<file path="config.mk">
export PLATFORM = sky130hd
export DESIGN_NAME = mem_wb_stage
export DESIGN_NICKNAME = d
export VERILOG_FILES = /design/src/rtl/mem_wb_stage_pkg.sv /design/src/rtl/mem_wb_stage_load_align.sv /design/src/rtl/mem_wb_stage.sv
export SDC_FILE = /design/constraint.sdc
export NUM_CORES = 1
export LEC_CHECK = 0
export ABC_CLOCK_PERIOD_IN_PS = 6600
export BUFFER_PORTS_ARGS = -buffer_cell sky130_fd_sc_hd__buf_2
export CAP_MARGIN = 20
export CORE_MARGIN = 8
export CORE_UTILIZATION = 40
export CTS_CLUSTER_DIAMETER = 80
export DETAILED_ROUTE_END_ITERATION = 7
export GPL_TIMING_DRIVEN = 0
export PLACE_DENSITY = 0.7
export SLEW_MARGIN = 10
export SYNTH_ARGS = -nofsm -noshare
export SYNTH_HDL_FRONTEND = slang
export SYNTH_SLANG_ARGS = --single-unit
</file>
<file path="constraint.sdc">
create_clock -name clk -period 6.6 [get_ports clk]
set_input_delay 1.32 -clock clk [delete_from_list [all_inputs] [get_ports clk]]
set_output_delay 1.32 -clock clk [all_outputs]
set_load 0.1 [all_outputs]
</file>
<file path="src/rtl/mem_wb_stage_pkg.sv">
// Encodings shared by the decoder, hazard unit and the MEM/WB stage:
// load modes and the register-file write-source select.
package mem_wb_stage_pkg;

  localparam int DATA_W_SUPPORTED = 32;

  localparam logic [2:0] LOAD_LW  = 3'b000;
  localparam logic [2:0] LOAD_LBU = 3'b001;
  localparam logic [2:0] LOAD_LB  = 3'b010;
  localparam logic [2:0] LOAD_LHU = 3'b011;
  localparam logic [2:0] LOAD_LH  = 3'b100;
  localparam logic [2:0] LOAD_LWL = 3'b101;
  localparam logic [2:0] LOAD_LWR = 3'b110;

  localparam logic [1:0] MEMTOREG_ALU  = 2'b00;
  localparam logic [1:0] MEMTOREG_LOAD = 2'b01;
  localparam logic [1:0] MEMTOREG_PC8  = 2'b10;

endpackage

</file>
<file path="src/rtl/mem_wb_stage_load_align.sv">
// Combinational load alignment: picks byte/half lanes, extends them, and merges
// LWL/LWR with the old rt value. Lane mapping mirrors the memory's SWL/SWR.
module load_align
  import mem_wb_stage_pkg::*;
(
  input  logic [31:0] m,
  input  logic [31:0] r,
  input  logic [1:0]  a,
  input  logic [2:0]  mode,
  output logic [31:0] result
);

  logic [7:0]  byte_sel;
  logic [15:0] half_sel;
  logic [31:0] lwl_val;
  logic [31:0] lwr_val;

  always_comb begin
    byte_sel = m[7:0];
    lwl_val  = m;
    lwr_val  = m;
    case (a)
      2'd0: begin
        byte_sel = m[7:0];
        lwl_val  = {m[7:0], r[23:0]};
        lwr_val  = m;
      end
      2'd1: begin
        byte_sel = m[15:8];
        lwl_val  = {m[15:0], r[15:0]};
        lwr_val  = {r[31:24], m[31:8]};
      end
      2'd2: begin
        byte_sel = m[23:16];
        lwl_val  = {m[23:0], r[7:0]};
        lwr_val  = {r[31:16], m[31:16]};
      end
      default: begin
        byte_sel = m[31:24];
        lwl_val  = m;
        lwr_val  = {r[31:8], m[31:24]};
      end
    endcase
  end

  // Halfword accesses ignore a[0]; misalignment is trapped upstream.
  assign half_sel = a[1] ? m[31:16] : m[15:0];

  always_comb begin
    result = m;
    case (mode)
      LOAD_LBU: result = {24'h0, byte_sel};
      LOAD_LB:  result = {{24{byte_sel[7]}}, byte_sel};
      LOAD_LHU: result = {16'h0, half_sel};
      LOAD_LH:  result = {{16{half_sel[15]}}, half_sel};
      LOAD_LWL: result = lwl_val;
      LOAD_LWR: result = lwr_val;
      default:  result = m;
    endcase
  end

endmodule

</file>
<file path="src/rtl/mem_wb_stage.sv">
// MEM/WB pipeline register with write-back result selection. Reset and flush
// clear every W register; stall holds them all.
module mem_wb_stage
  import mem_wb_stage_pkg::*;
#(
  parameter int DATA_W     = 32,
  parameter int REG_ADDR_W = 5
) (
  input  logic                  clk,
  input  logic                  reset,
  input  logic                  stall,
  input  logic                  flush,
  input  logic [DATA_W-1:0]     ReadDataM,
  input  logic [1:0]            AddrLow2M,
  input  logic [2:0]            LoadModeM,
  input  logic [DATA_W-1:0]     RtDataM,
  input  logic [DATA_W-1:0]     ALUOutM,
  input  logic [DATA_W-1:0]     PC8M,
  input  logic [1:0]            MemtoRegM,
  input  logic                  RegWriteM,
  input  logic [REG_ADDR_W-1:0] WriteRegM,
  output logic                  RegWriteW,
  output logic [REG_ADDR_W-1:0] WriteRegW,
  output logic [DATA_W-1:0]     ResultW,
  output logic [DATA_W-1:0]     PC8W
);

  logic [DATA_W-1:0]     read_data_q;
  logic [1:0]            addr_low_q;
  logic [2:0]            load_mode_q;
  logic [DATA_W-1:0]     rt_data_q;
  logic [DATA_W-1:0]     alu_out_q;
  logic [DATA_W-1:0]     pc8_q;
  logic [1:0]            memtoreg_q;
  logic                  regwrite_q;
  logic [REG_ADDR_W-1:0] writereg_q;
  logic [DATA_W-1:0]     load_result;

  always_ff @(posedge clk) begin
    if (reset || flush) begin
      read_data_q <= '0;
      addr_low_q  <= '0;
      load_mode_q <= '0;
      rt_data_q   <= '0;
      alu_out_q   <= '0;
      pc8_q       <= '0;
      memtoreg_q  <= '0;
      regwrite_q  <= 1'b0;
      writereg_q  <= '0;
    end else if (!stall) begin
      read_data_q <= ReadDataM;
      addr_low_q  <= AddrLow2M;
      load_mode_q <= LoadModeM;
      rt_data_q   <= RtDataM;
      alu_out_q   <= ALUOutM;
      pc8_q       <= PC8M;
      memtoreg_q  <= MemtoRegM;
      regwrite_q  <= RegWriteM;
      writereg_q  <= WriteRegM;
    end
  end

  load_align u_load_align (
    .m      (read_data_q),
    .r      (rt_data_q),
    .a      (addr_low_q),
    .mode   (load_mode_q),
    .result (load_result)
  );

  always_comb begin
    ResultW = alu_out_q;
    case (memtoreg_q)
      MEMTOREG_LOAD: ResultW = load_result;
      MEMTOREG_PC8:  ResultW = pc8_q;
      default:       ResultW = alu_out_q;
    endcase
  end

  // Writes to $0 are suppressed here so the forwarding unit never sees them either.
  assign RegWriteW = regwrite_q & (writereg_q != '0);
  assign WriteRegW = writereg_q;
  assign PC8W      = pc8_q;

endmodule

</file>
==> results.json <==
{
  "finalCritPeriodShare_pct": 72.2,
  "p_int_mw": 1.52,
  "n_fill_cell": 1894,
  "relSlewSlack_pct": 44.7,
  "start_util_pct": 40.6,
  "nNetsFinal": 1255,
  "p_per_area_mw_per_mm2": 235,
  "drt-vias-per-instance": 5.58,
  "insertion_delay_ns": 0.43,
  "syn_area_mm2": 0.00791,
  "synth_cells": 876,
  "cp.required_ns": 5.28,
  "synth-edff-count": 0,
  "power_switching_mw": 0.799,
  "grt_max_degree": 17,
  "rsz0062_at_grt": "no",
  "yosys-top-cells-count": "mux2i_1 (184), nor2_1 (156), dfxtp_1 (141)",
  "fp-row-count": 51,
  "syn_nets": 1023,
  "start_kind": "register",
  "io_pins": 215,
  "numCtsBuffers": 17,
  "clock_power_share_pct": 39.9,
  "synth_top_cell_by_area": "dfxtp_1",
  "post-synth-top-area-fraction_pct": 35.7,
  "clockBufferDepth": 2,
  "ys_ff_latch": 141,
  "switching_share_pct": 34.4,
  "maxCapViolCount": 0,
  "pwr-share-comb_pct": 20.6,
  "routed_wirelength_um": 30600,
  "ir_worst_vdd_mv": 0.161,
  "instances_no_fill": 1387,
  "cp-end-kind": "primary output",
  "yosysSeqAreaShare_pct": 35.7,
  "finalWeightedCongestion": 0.991,
  "tightest_slew_ns": 0.829,
  "h-tree-depth": 4,
  "layout_min_cycle_time_ns": 4.77,
  "postCtsSetupRepairBufs": 0,
  "hold_violations": 0,
  "syn_area_per_cell_um2": 9.03,
  "wire_per_inst_um": 22.0,
  "detail_route.iter0.violations": 820,
  "dp.cells": 1354,
  "die_height_um": 157,
  "syn_to_final_growth_pct": 24.9,
  "maxSlewViolCount": 0,
  "hpwl_um": 23400,
  "cp_max_fo": 10,
  "cp_cell_sequence": "inv_1, ha_1, clkbuf_1, clkbuf_1, clkbuf_1, a21oi_1, o211ai_2, buf_2",
  "grt_antenna_before_repair": 0,
  "cp_data_arrival_time_ns": 3.45,
  "fin_setup_tns_ns": 0,
  "async_flop_share_pct": 0,
  "track_usage_pct": 24.7,
  "gr-total-overflow": 0,
  "vias": 7739,
  "p_leak_nw": 4.36,
  "cts_root_buf": "clkbuf_16",
  "cts.sinks": 141,
  "numPortBuffers": 213,
  "hold_class": "register to register",
  "grt_pass1_vias": 7908,
  "crit_top_cell": "clkbuf_1",
  "clk_pin_slew_ns": 0.07,
  "cpPeakStageDelay_ns": 0.58,
  "synth_most_common_cell": "mux2i_1",
  "cts_resized": 0,
  "dr.pass1.iters": 6,
  "die_x_um": 157,
  "slowest_stage": "clkbuf_1",
  "crit_type": "register to primary output",
  "grt_pass1_wl_um": 45500,
  "fin_worst_skew_ns": 0,
  "ys_top_cells_by_area": "dfxtp_1 (36%), mux2i_1 (23%), nor2_1 (7.4%)",
  "max_freq_ghz": 0.210,
  "status": "complete, no violations",
  "drive_above_1_share_pct": 28.3,
  "cts_tree": "built",
  "yosysWarnings": 0,
  "fp.coreArea_mm2": 0.0195,
  "setup_viol": 0,
  "yosysUniqueCellTypes": 54,
  "postCtsHoldBufs": 0,
  "synth_ff_type": "dfxtp_1",
  "power.share.sequential_pct": 39.5,
  "fp.dieArea_mm2": 0.0245,
  "antenna_left": 0,
  "drc_errors": 0
}
sequential cells by signal, summed over array words and instances, names as in the netlist, 2 cells and up:
| name | count |
|---|---|
| load_mode_q | 3 |
| alu_out_q | 32 |
| PC8W | 32 |
| WriteRegW | 5 |
| addr_low_q | 2 |
| memtoreg_q | 2 |
| rt_data_q | 32 |
| read_data_q | 32 |
layout by cell type (no fill, tap or decap), drive strengths merged, types with 3 or more instances in the layout:
cell type | Yosys | layout
clkbuf | 44 | 61
nor2b | 12 | 12
a221oi | 25 | 25
a21o | 3 | 3
nor3 | 3 | 3
o221ai | 14 | 14
dfxtp | 141 | 141
mux4 | 8 | 8
o21ai | 47 | 47
nand2 | 28 | 28
a222oi | 12 | 12
mux2i | 184 | 184
o31a | 5 | 5
o21bai | 5 | 5
and3b | 3 | 3
clkinv | 0 | 4
o21a | 8 | 8
buf | 34 | 247
nor2 | 157 | 157
inv | 21 | 31
a2bb2oi | 8 | 8
a21boi | 9 | 9
nand2b | 3 | 3
a21oi | 49 | 49
mux2 | 26 | 26
metal layers:
| layer | share of wire [%] | GRT usage [%] |
|---|---|---|
| met1 | 40 | 30.6 |
| met2 | 45 | 38.2 |
| met3 | 11 | 7.28 |
| met4 | 4.3 | 12.9 |
| met5 | 0 | 0 |
final cells by class:
| cell class | instances | area, um^2 | area share, % |
|---|---|---|---|
| sequential | 141 | 2820 | 28.6 |
| clock inverter | 15 | 144 | 1.46 |
| antenna | 1 | 2.50 | 0.0253 |
| clock buffer | 17 | 425 | 4.31 |
| buffer | 78 | 367 | 3.71 |
| inverter | 21 | 78.8 | 0.798 |
| timing repair buffer | 213 | 1070 | 10.8 |
| tap | 265 | 332 | 3.36 |
| multi-input combinational | 636 | 4640 | 47.0 |
critical path: cells and delay by family (launching register included):
family / cells / cell delay, ns
DFF: 1 / 0.37
AOI/OAI and AO/OA: 2 / 0.26
buffers and inverters: 5 / 2.04
adders and majority gates: 1 / 0.33
path summary, 6_finish.rpt:
| check | from | end | slack [ns] | depth (start not counted) |
|---|---|---|---|---|
| min reg2reg | alu_out_q[7]$_SDFFE_PP0N_ | alu_out_q[7]$_SDFFE_PP0N_ | 0.49 | 2 |
| min | alu_out_q[7]$_SDFFE_PP0N_ | alu_out_q[7]$_SDFFE_PP0N_ | 0.49 | 2 |
| max | memtoreg_q[0]$_SDFFE_PP0N_ | ResultW[31] | 1.83 | 8 |
| max reg2reg | load_mode_q[1]$_SDFFE_PP0N_ | load_mode_q[1]$_SDFFE_PP0N_ | 4.89 | 5 |
stage by stage:
step | worst slack, ns | hold slack (ns) | power [mW] | util, % | area, um^2
finish | 1.83 | 0.492 | 2.32 | 50.8 | 9880
global route | 1.65 | 0.532 | 2.41 | 50.8 | 9880
CTS | 1.89 | 0.501 | 2.33 | 50.8 | 9880
detailed placement | 2.38 | 0.486 | 1.41 | 47.8 | 9310
global placement | 2.39 | 0.475 | 1.41 | 47.8 | 9310
floorplan | 1.57 | 0.457 | 1.27 | - | 7910
kinds of logic after synthesis:
group / Yosys count / share of synthesized area [%]
buffers and inverters: 99 / 5.63
DFF: 141 / 35.7
AOI/OAI and AO/OA: 196 / 17.0
muxes: 218 / 29.3
adders and majority gates: 2 / 0.316
and+or+nand+nor: 220 / 12.1
power groups by stage:
| stage | logic (mW) | clock network, mW | registers, mW |
|---|---|---|---|
| 2_1_floorplan | 0.299 | 0 | 0.969 |
| 3_3_place_gp | 0.473 | 0 | 0.933 |
| 5_1_grt | 0.505 | 0.988 | 0.918 |
| 3_5_place_dp | 0.475 | 0 | 0.933 |
| 4_1_cts | 0.477 | 0.941 | 0.914 |
| 6_report | 0.479 | 0.927 | 0.916 |
No activity file was read; power rests on OpenSTA's default activity.
